### config.mk
export PLATFORM = sky130hd
export DESIGN_NAME = dkong3_pal_ctrl
export DESIGN_NICKNAME = d
export VERILOG_FILES = /design/src/rtl/dkong3_pkg.sv /design/src/rtl/dkong3_pal_ctrl_if.sv /design/src/rtl/dkong3_pal_bank_sync.sv /design/src/rtl/dkong3_pal_ctrl.sv
export SDC_FILE = /design/constraint.sdc
export NUM_CORES = 1
export LEC_CHECK = 0
export CORE_ASPECT_RATIO = 0.9
export CORE_MARGIN = 3
export CORE_UTILIZATION = 47
export DETAILED_ROUTE_END_ITERATION = 8
export PLACE_DENSITY = 0.84
export SETUP_SLACK_MARGIN = 0.02
export SYNTH_ARGS = -nofsm -noshare
export SYNTH_HDL_FRONTEND = slang
export SYNTH_HIERARCHICAL = 1
export SYNTH_SLANG_ARGS = --single-unit
### constraint.sdc
create_clock -name I_CLK_24M -period 2.25 [get_ports I_CLK_24M]
set_input_delay 0.45 -clock I_CLK_24M [delete_from_list [all_inputs] [get_ports I_CLK_24M]]
set_output_delay 0.45 -clock I_CLK_24M [all_outputs]
set_load 0.005 [all_outputs]
### src/rtl/dkong3_pkg.sv
// Shared definitions for the Donkey Kong 3 palette controller: FSM encoding
// and CLUT PROM geometry.
package dkong3_pkg;

  typedef enum logic [2:0] {
    ST_IDLE    = 3'd0,
    ST_LOAD_1D = 3'd1,
    ST_LOAD_1C = 3'd2,
    ST_DONE    = 3'd3,
    ST_FAIL    = 3'd4
  } pal_state_t;

  localparam int PAL_1D_SIZE   = 512;
  localparam int PAL_1C_OFFSET = 512;
  localparam int PAL_ENTRIES   = 256;

  // Bytes from PAL_BASE up to (but excluding) this offset belong to the palette.
  localparam int PAL_REGION_SPAN = PAL_1C_OFFSET + PAL_1D_SIZE;

endpackage

### src/rtl/dkong3_pal_ctrl_if.sv
// Palette bank-select bundle: vblank timing and CPU bank request in, applied
// bank out.
interface dkong3_pal_ctrl_if;

  logic       vblank;
  logic [1:0] cpu_sel;
  logic [1:0] applied_sel;

  modport master (
    output vblank,
    output cpu_sel,
    input  applied_sel
  );

  modport slave (
    input  vblank,
    input  cpu_sel,
    output applied_sel
  );

endinterface

### src/rtl/dkong3_pal_bank_sync.sv
// Vblank-edge bank latch: the CPU bank request only reaches the lookup on the
// cycle after vblank rises, so the palette never switches mid-frame.
module dkong3_pal_bank_sync (
  input  logic             clk,
  input  logic             srst,
  dkong3_pal_ctrl_if.slave bus
);

  logic [1:0] pending_q, pending_d;
  logic [1:0] sel_q, sel_d;
  logic       vblank_q, vblank_d;
  logic       vb_rise_q, vb_rise_d;

  always_comb begin
    pending_d = bus.cpu_sel;
    vblank_d  = bus.vblank;
    vb_rise_d = bus.vblank & ~vblank_q;
    sel_d     = sel_q;
    // The edge is registered first, giving the one-cycle deferral after vblank rises.
    if (vb_rise_q) begin
      sel_d = pending_q;
    end
  end

  always_ff @(posedge clk) begin
    if (srst) begin
      pending_q <= 2'd0;
      sel_q     <= 2'd0;
      vblank_q  <= 1'b0;
      vb_rise_q <= 1'b0;
    end else begin
      pending_q <= pending_d;
      sel_q     <= sel_d;
      vblank_q  <= vblank_d;
      vb_rise_q <= vb_rise_d;
    end
  end

  assign bus.applied_sel = sel_q;

endmodule

### src/rtl/dkong3_pal_ctrl.sv
// Palette controller: sequences the download stream into CLUT PROMs 1D/1C,
// mutes video until both are loaded and defers bank changes to vblank.
module dkong3_pal_ctrl
  import dkong3_pkg::*;
#(
  parameter logic [17:0] PAL_BASE = 18'h0F000,
  parameter logic        CL1      = 1'b1
) (
  input  logic        I_CLK_24M,
  input  logic        I_RST,
  input  logic        I_DL_ACTIVE,
  input  logic        I_DL_WR,
  input  logic [17:0] I_DL_ADDR,
  input  logic [7:0]  I_DL_DATA,
  input  logic        I_VBLANK,
  input  logic [1:0]  I_CPAL_SEL,
  output logic        O_1D_WE,
  output logic        O_1C_WE,
  output logic [8:0]  O_PAL_WADDR,
  output logic [7:0]  O_PAL_WDATA,
  output logic [1:0]  O_CPAL_SEL,
  output logic        O_PAL_READY,
  output logic        O_VID_MUTE,
  output logic        O_ERR
);

  localparam logic [17:0] REGION_SPAN = 18'(PAL_REGION_SPAN);
  localparam logic [7:0]  LAST_ENTRY  = 8'(PAL_ENTRIES - 1);

  pal_state_t  state_q, state_d;
  logic [7:0]  ptr_q, ptr_d;
  logic        restart_q, restart_d;
  logic        dl_active_q;
  logic        we_1d_q, we_1d_d;
  logic        we_1c_q, we_1c_d;
  logic [8:0]  waddr_q, waddr_d;
  logic [7:0]  wdata_q, wdata_d;
  logic        ready_q, ready_d;
  logic        mute_q, mute_d;
  logic        err_q, err_d;

  logic [17:0] off;
  logic        in_region;
  logic        wr_1d;
  logic        wr_1c;
  logic        dl_rise;
  logic        dl_fall;

  always_comb begin
    off       = I_DL_ADDR - PAL_BASE;
    in_region = (I_DL_ADDR >= PAL_BASE) && (off < REGION_SPAN);
    // off[8]=1 bytes belong to the unused palette half and are silently dropped.
    wr_1d     = I_DL_WR && in_region && !off[9] && !off[8];
    wr_1c     = I_DL_WR && in_region &&  off[9] && !off[8];
    dl_rise   =  I_DL_ACTIVE && !dl_active_q;
    dl_fall   = !I_DL_ACTIVE &&  dl_active_q;
  end

  always_comb begin
    state_d   = state_q;
    ptr_d     = ptr_q;
    restart_d = restart_q;
    we_1d_d   = 1'b0;
    we_1c_d   = 1'b0;
    waddr_d   = waddr_q;
    wdata_d   = wdata_q;
    ready_d   = ready_q;
    mute_d    = mute_q;
    err_d     = err_q;

    case (state_q)
      ST_IDLE: begin
        ptr_d     = 8'd0;
        ready_d   = 1'b0;
        mute_d    = 1'b1;
        restart_d = 1'b0;
        // restart_q carries the session-start edge that sent us back here.
        if (dl_rise || restart_q) begin
          state_d = ST_LOAD_1D;
        end
      end

      ST_LOAD_1D: begin
        if (dl_fall) begin
          err_d   = 1'b1;
          state_d = ST_FAIL;
        end else if (wr_1d) begin
          if (off[7:0] == ptr_q) begin
            we_1d_d = 1'b1;
            waddr_d = {CL1, ptr_q};
            wdata_d = I_DL_DATA;
            ptr_d   = ptr_q + 8'd1;
            if (ptr_q == LAST_ENTRY) begin
              state_d = ST_LOAD_1C;
            end
          end else begin
            err_d   = 1'b1;
            state_d = ST_FAIL;
          end
        end
      end

      ST_LOAD_1C: begin
        if (dl_fall) begin
          err_d   = 1'b1;
          state_d = ST_FAIL;
        end else if (wr_1c) begin
          if (off[7:0] == ptr_q) begin
            we_1c_d = 1'b1;
            waddr_d = {CL1, ptr_q};
            wdata_d = {4'h0, I_DL_DATA[3:0]};
            ptr_d   = ptr_q + 8'd1;
            if (ptr_q == LAST_ENTRY) begin
              state_d = ST_DONE;
              ready_d = 1'b1;
            end
          end else begin
            err_d   = 1'b1;
            state_d = ST_FAIL;
          end
        end
      end

      ST_DONE: begin
        mute_d = 1'b0;
        if (dl_rise) begin
          state_d   = ST_IDLE;
          restart_d = 1'b1;
          ptr_d     = 8'd0;
          ready_d   = 1'b0;
          mute_d    = 1'b1;
          err_d     = 1'b0;
        end
      end

      ST_FAIL: begin
        mute_d  = 1'b1;
        ready_d = 1'b0;
        if (dl_rise) begin
          state_d   = ST_IDLE;
          restart_d = 1'b1;
          ptr_d     = 8'd0;
          err_d     = 1'b0;
        end
      end

      default: begin
        state_d = ST_IDLE;
      end
    endcase
  end

  always_ff @(posedge I_CLK_24M) begin
    if (I_RST) begin
      state_q     <= ST_IDLE;
      ptr_q       <= 8'd0;
      restart_q   <= 1'b0;
      // Sampling the live level means a session held open across reset is not a new edge.
      dl_active_q <= I_DL_ACTIVE;
      we_1d_q     <= 1'b0;
      we_1c_q     <= 1'b0;
      waddr_q     <= 9'd0;
      wdata_q     <= 8'd0;
      ready_q     <= 1'b0;
      mute_q      <= 1'b1;
      err_q       <= 1'b0;
    end else begin
      state_q     <= state_d;
      ptr_q       <= ptr_d;
      restart_q   <= restart_d;
      dl_active_q <= I_DL_ACTIVE;
      we_1d_q     <= we_1d_d;
      we_1c_q     <= we_1c_d;
      waddr_q     <= waddr_d;
      wdata_q     <= wdata_d;
      ready_q     <= ready_d;
      mute_q      <= mute_d;
      err_q       <= err_d;
    end
  end

  dkong3_pal_ctrl_if bank_if ();

  assign bank_if.vblank  = I_VBLANK;
  assign bank_if.cpu_sel = I_CPAL_SEL;

  dkong3_pal_bank_sync u_bank_sync (
    .clk  (I_CLK_24M),
    .srst (I_RST),
    .bus  (bank_if.slave)
  );

  assign O_CPAL_SEL  = bank_if.applied_sel;
  assign O_1D_WE     = we_1d_q;
  assign O_1C_WE     = we_1c_q;
  assign O_PAL_WADDR = waddr_q;
  assign O_PAL_WDATA = wdata_q;
  assign O_PAL_READY = ready_q;
  assign O_VID_MUTE  = mute_q;
  assign O_ERR       = err_q;

endmodule

# [Yosys cells after proc, flatten, opt, wreduce, memory -nomap -nowiden]
# Cells that the tools add are included.
# Widths: inputs -> output; s select.
[op_classes] n_addsub=2 order_cmp=2 n_eq_ne=20 mux=48 n_bitwise=6 reduce_logical=31
[op_table] op="$mux 8" n=12
[op_table] op="$mux 9" n=5
[op_table] op="$pmux 8 s4" n=1
[op_table] op="$mux 3" n=10
[op_table] op="$ge 18x16->1 const B" n=1
[op_table] op="$lt 18x11->1 const B" n=1
[op_table] op="$ne 2x2->1 const B" n=9
[op_table] op="$pmux 9 s2" n=1
[op_table] op="$reduce_and 6->1" n=3
[op_table] op="$sub 18x16->18 const B" n=1
[op_table] op="$pmux 8 s2" n=1
[op_table] op="$mux 1" n=13
[op_table] op="$pmux 3 s4" n=1
[op_table] op="$add 8x1->8 const B" n=1
[op_table] op="$eq 8x8->1" n=1
[op_table] op="$eq 8x8->1 const B" n=1
[op_table] op="$logic_and 1x1->1" n=8
[op_table] op="$ne 4x4->1 const B" n=2
[op_table] op="$reduce_or 4->1" n=2
[op_table] op="$reduce_and 7->1" n=1
[op_table] op="$eq 3x2->1 const B" n=2
[op_table] op="$ne 3x3->1 const B" n=2
[op_table] op="$pmux 1 s3" n=2
[op_table] op="$reduce_bool 2->1" n=3
[op_table] op="other kinds (15)" n=25
[totals] regBits=41 inputBits=33 output_inout_bits=24 elab_cells=124

# [Depth between registers and ports, before layout]
[depth] ltp_word=9 depth_mapped=7 mapped_depth_nobuf=6

# [By module]
# Netlist, hierarchy kept.
[modules_own_cells] mod="dkong3_pal_ctrl" n_inst=1 cells_each=236 area_per_inst_um2=1906.8 seq_area_each_um2=700.7
[modules_own_cells] mod="dkong3_pal_bank_sync" n_inst=1 cells_each=14 area_per_inst_um2=187.7 seq_area_each_um2=120.1

# [Worst setup path before layout]
# No wires, ideal clock.
[synth_path] kind="input to register" startpoint="input I_DL_ADDR[16]" endpoint="register waddr_q[1] (netlist: O_PAL_WADDR[1])" setup_time_ns=0.132 arrival_ns=1.897 t_required_ns=2.118 path_slack_ns=0.221 stages=6 path_buffers=1 cell_sequence="nor4bb_1 > nand3_1 > or4_1 > clkbuf_1 > o21ai_0 > a21oi_1"
[synth_between] elab_chain_len=8 elab_cells_between_ends=12 cone_classes="add/sub: 1; order compare: 2; eq/ne: 2; reduce/logical: 7"
[synth_rtl] element="from (decl)" line_no="dkong3_pal_ctrl.sv:13" text="input logic [17:0] I_DL_ADDR,"
[synth_rtl] element="$sub 18x16->18" line_no="dkong3_pal_ctrl.sv:50" text="off = I_DL_ADDR - PAL_BASE;"
[synth_rtl] element="$lt 18x11->1" line_no="dkong3_pal_ctrl.sv:51" text="in_region = (I_DL_ADDR >= PAL_BASE) && (off < REGION_SPAN);"
[synth_rtl] element="$logic_and 1x1->1 *" line_no="dkong3_pal_ctrl.sv:51"
[synth_rtl] element="$logic_and 1x1->1 *" line_no="dkong3_pal_ctrl.sv:53, dkong3_pal_ctrl.sv:54"
[synth_rtl] element="$logic_and 1x1->1, on equally long branches (2 in a row)" line_no="dkong3_pal_ctrl.sv:54, dkong3_pal_ctrl.sv:53"
[synth_rtl] element="$ne 2x2->1 (no source line)"
[synth_rtl] element="$reduce_and 5->1 (no source line) *"
[synth_rtl] element="to (signal assigned)" line_no="dkong3_pal_ctrl.sv:174" text="waddr_q <= waddr_d;"
[synth_rtl] element="to (decl)" line_no="dkong3_pal_ctrl.sv:36" text="logic [8:0] waddr_q, waddr_d;"
# Mark *: on every way between the ends. The rest lies on a longest branch, timed or not.
# A chain may end at the register's enable or synchronous reset.

# [Final worst setup path]
[layout_path] startpoint="register ptr_q[4]" endpoint="register ptr_q[3]"
[layout_between] elab_chain_len=5 elab_cells_between_ends=7 cone_classes="eq/ne: 1; mux: 6"
[layout_rtl] element="from (decl)" line_no="dkong3_pal_ctrl.sv:31" text="logic [7:0] ptr_q, ptr_d;"
[layout_rtl] element="from (signal assigned)" line_no="dkong3_pal_ctrl.sv:169" text="ptr_q <= ptr_d;"
[layout_rtl] element="$eq 8x8->1 *" line_no="dkong3_pal_ctrl.sv:88, dkong3_pal_ctrl.sv:108"
[layout_rtl] element="$mux 8 *"
[layout_rtl] element="$mux 8, on equally long branches (2 in a row)"
[layout_rtl] element="$pmux 8 s4 *"
# Mark *: on every way between the ends. The rest lies on a longest branch, timed or not. The select of a mux whose other input is x is not followed.

==> summary.md <==
| Metric | Value |
|---|---|
| Worst slew pin tran | `560 ps` |
| Startpoint types | `flip-flop` |
| Clk sinks | `41` |
| Internal power | `1.37 mW` |
| Async set or reset register ratio after synthesis | `0%` |
| Finished layout cell area | `3150 um2` |
| Ratio of cells with drive above 1 in the final layout | `21.3%` |
| TritonCTS clock tree | `yes` |
| Setup CP Type | `flip-flop to flip-flop` |
| Largest net degree at the start of global routing | `19` |
| DP HPWL | `4220 um` |
| Synthesized area per cell | `8.38 um2` |
| Post-synthesis simple-gate area fraction | `31.6%` |
| Setup WS post-layout | `47.6 ps` |
| Top_reg_cell synth | `dfxtp_1` |
| Port bufs | `56` |
| Flops & latches, synth | `41` |
| Synth Area in Compound Gates | `18.4%` |
| Site Rows | `22` |
| Pwr dens | `630 nW/um2` |
| Clock share of power | `28.7%` |
| Final Critical Period | `2200 ps` |
| Die extent in y | `69.3 um` |
| Max Slew Vio Count | `0` |
| Commonest non-fill, non-tap cell in the layout | `dfxtp_1` |
| Placed instance area | `2870 um2` |
| Max-Cap Viols | `0` |
| Post-Synth Adder-Cell Area | `0.597%` |
| Vias in the first global route | `2,069` |
| Worst vdd ir | `316 uV` |
| Area delta synth->final | `50.5%` |
| Pre-CTS setup slack | `-384 ps` |
| Area contributors post-synth | `dfxtp_1 (39%), nand3_1 (6.2%), o21ai_0 (6.2%)` |
| H-tree Lvls | `2` |
| Relative slew slack | `62.6%` |
| Yosys warnings | `6` |
| Hold slack | `441 ps` |
| Layout Nets | `368` |
| Syn_nets | `284` |
| Worst Path Arrival | `2420 ps` |
| Status | `complete, no violations` |
| Comb power frac | `30.7%` |
| Sw frac | `31.1%` |
| Via count of the routed design | `2,267` |
| Largest family of logic cells by synthesized area | `simple AND/OR/NAND/NOR gates` |
| First-pass GRT wire length | `9580 um` |
| Final wirelength | `6200 um` |
| Post-Syn Area | `2090 um2` |
| Number of enable flip-flop cells after synthesis | `0` |
| Cts hold-fix bufs | `0` |
| Area share of xor/xnor cells in the synthesized design | `4.84%` |
| CORE AREA | `4180 um2` |
| DR DRC count | `0` |
| Most frequent cells in the layout | `dfxtp_1 (41), clkdlybuf4s50_1 (40), buf_4 (35)` |
| Synth top area share | `39.2%` |
| Avg WL per Cell | `15.7 um` |
| DR pass1 iterations | `7` |
| HP Class | `flip-flop to flip-flop` |
| Clock slew at reported path FFs | `80 ps` |
| Post-Syn Instances | `250` |
| CP Data Required Time | `2470 ps` |
| Die W | `76.4 um` |
| Final period util | `97.9%` |
| Sequential power share | `40.6%` |
| Routed vias/inst | `5.75` |
| Final Hold Viols | `0` |
| Ant. Diodes | `0` |
| DRT antenna net count | `0` |
| Ports | `57` |
| Final Wtd Congestion | `0.848` |
| Leak | `1.24 nW` |
| Sw power | `618 uW` |
| Dominant cell type by area after synthesis | `dfxtp_1` |
| Seq/Total Area, Yosys | `39.2%` |
| Achievable Freq | `454 MHz` |
| Multiplexer share of the synthesized area | `0.956%` |
| Initial cell density of the core | `50.1%` |
| Synth cell types | `47` |
| Crit. End Element | `flip-flop` |
| Root Buffer | `clkbuf_8` |
| Total CTS buffers | `5` |
| Crit Path Max Fanout | `7` |
| Total gr overflow | `0` |
| Initial antenna violation count | `0` |
| Full die area | `5290 um2` |
| Clock Skew | `6.27 ps` |
| GR Util All Layers | `22.5%` |
| CTS Buffer Depth | `2` |
| Initial DRC Count | `218` |
| Clk_lat worst skew | `290 ps` |
| Final setup vio count | `0` |
cell type report:
cell class	instances	area, um2
tap	60	75.1
clock buffer	5	68.8
sequential	41	821
timing repair buffer	93	872
clock inverter	2	35.0
fill	321	1030
inverter	5	18.8
multi-input combinational	188	1260
routing by layer:
layer	wire length [um]	vias to the layer above	share of wire (%)	track usage (%)
met2	3050	118	49	36.7
met4	132	0	2.1	10.9
met3	521	15	8.4	4.29
li1	-	1078	-	-
met5	0	-	0	0
met1	2490	1056	40	28.5
final timing paths:
check | start | endpoint | slack, ps | cells after the start
max | ptr_q[4]$_SDFFE_PP0P_ | ptr_q[3]$_SDFFE_PP0P_ | 50 | 6
min | u_bank_sync/vblank_q$_SDFF_PP0_ | u_bank_sync/vb_rise_q$_SDFF_PP0_ | 440 | 1
max reg2reg | ptr_q[4]$_SDFFE_PP0P_ | ptr_q[3]$_SDFFE_PP0P_ | 50 | 6
min reg2reg | u_bank_sync/vblank_q$_SDFF_PP0_ | u_bank_sync/vb_rise_q$_SDFF_PP0_ | 440 | 1
critical path, stage by stage, from the launching register on:
cell and delay (ps):
dfxtp_1 520, xnor2_2 180, nand4_4 170, o31a_1 380, buf_4 160, or4_1 520, a21oi_1 190
cell usage after synthesis (all sizes together) (3+ instances only):
cell type	count
xnor2	9
nor3	7
nand2	12
nand4	8
or2	3
nor4	3
buf	4
nor3b	4
a21oi	25
or4	7
inv	5
o21ai	26
clkbuf	12
nand3b	4
dfxtp	41
nor2b	6
o31ai	6
nor2	13
nand2b	4
nand3	26
cells by family (layout without fill, tap and decap cells):
group | Yosys count | after routing
muxes | 2 | 2
xor gates and xnor gates | 9 | 9
adders and majority gates | 1 | 1
DFF | 41 | 41
AOI/OAI and AO/OA | 68 | 68
buffers and inverters | 21 | 105
and+or+nand+nor | 108 | 108
sequential cells by signal (all words and copies together) (netlist names), 2 cells and up:
register,count
u_bank_sync/pending_q,2
u_bank_sync/bus.applied_sel,2
O_PAL_WDATA,8
O_PAL_WADDR,9
ptr_q,8
state_q,3
metrics by stage:
| stage | setup TNS [ps] | instances | total power, mW | utilization [%] |
|---|---|---|---|---|
| detailed placement | -7420 | 378 | 1.33 | 68.5 |
| floorplan | 0 | 250 | 1.13 | - |
| global placement | -4980 | 378 | 1.32 | 68.5 |
| finish | 0 | 394 | 1.99 | 75.4 |
| CTS | 0 | 393 | 1.95 | 73.1 |
| global route | -39.4 | 394 | 2.08 | 75.4 |
timing repair:
item	4_1_cts	5_1_grt
gates resized for setup	7	25
buffers inserted	8	1
endpoints found under the setup margin	6	14
gates cloned	0	0
pin swaps	7	13
power groups by stage:
| stage | clock [mW] | combinational, mW | sequential, mW |
|---|---|---|---|
| 5_1_grt | 0.614 | 0.656 | 0.811 |
| 3_3_place_gp | 0 | 0.503 | 0.818 |
| 4_1_cts | 0.577 | 0.569 | 0.803 |
| 6_report | 0.571 | 0.609 | 0.807 |
| 3_5_place_dp | 0 | 0.514 | 0.820 |
| 2_1_floorplan | 0 | 0.344 | 0.784 |
No activity file was read; power rests on OpenSTA's default activity.
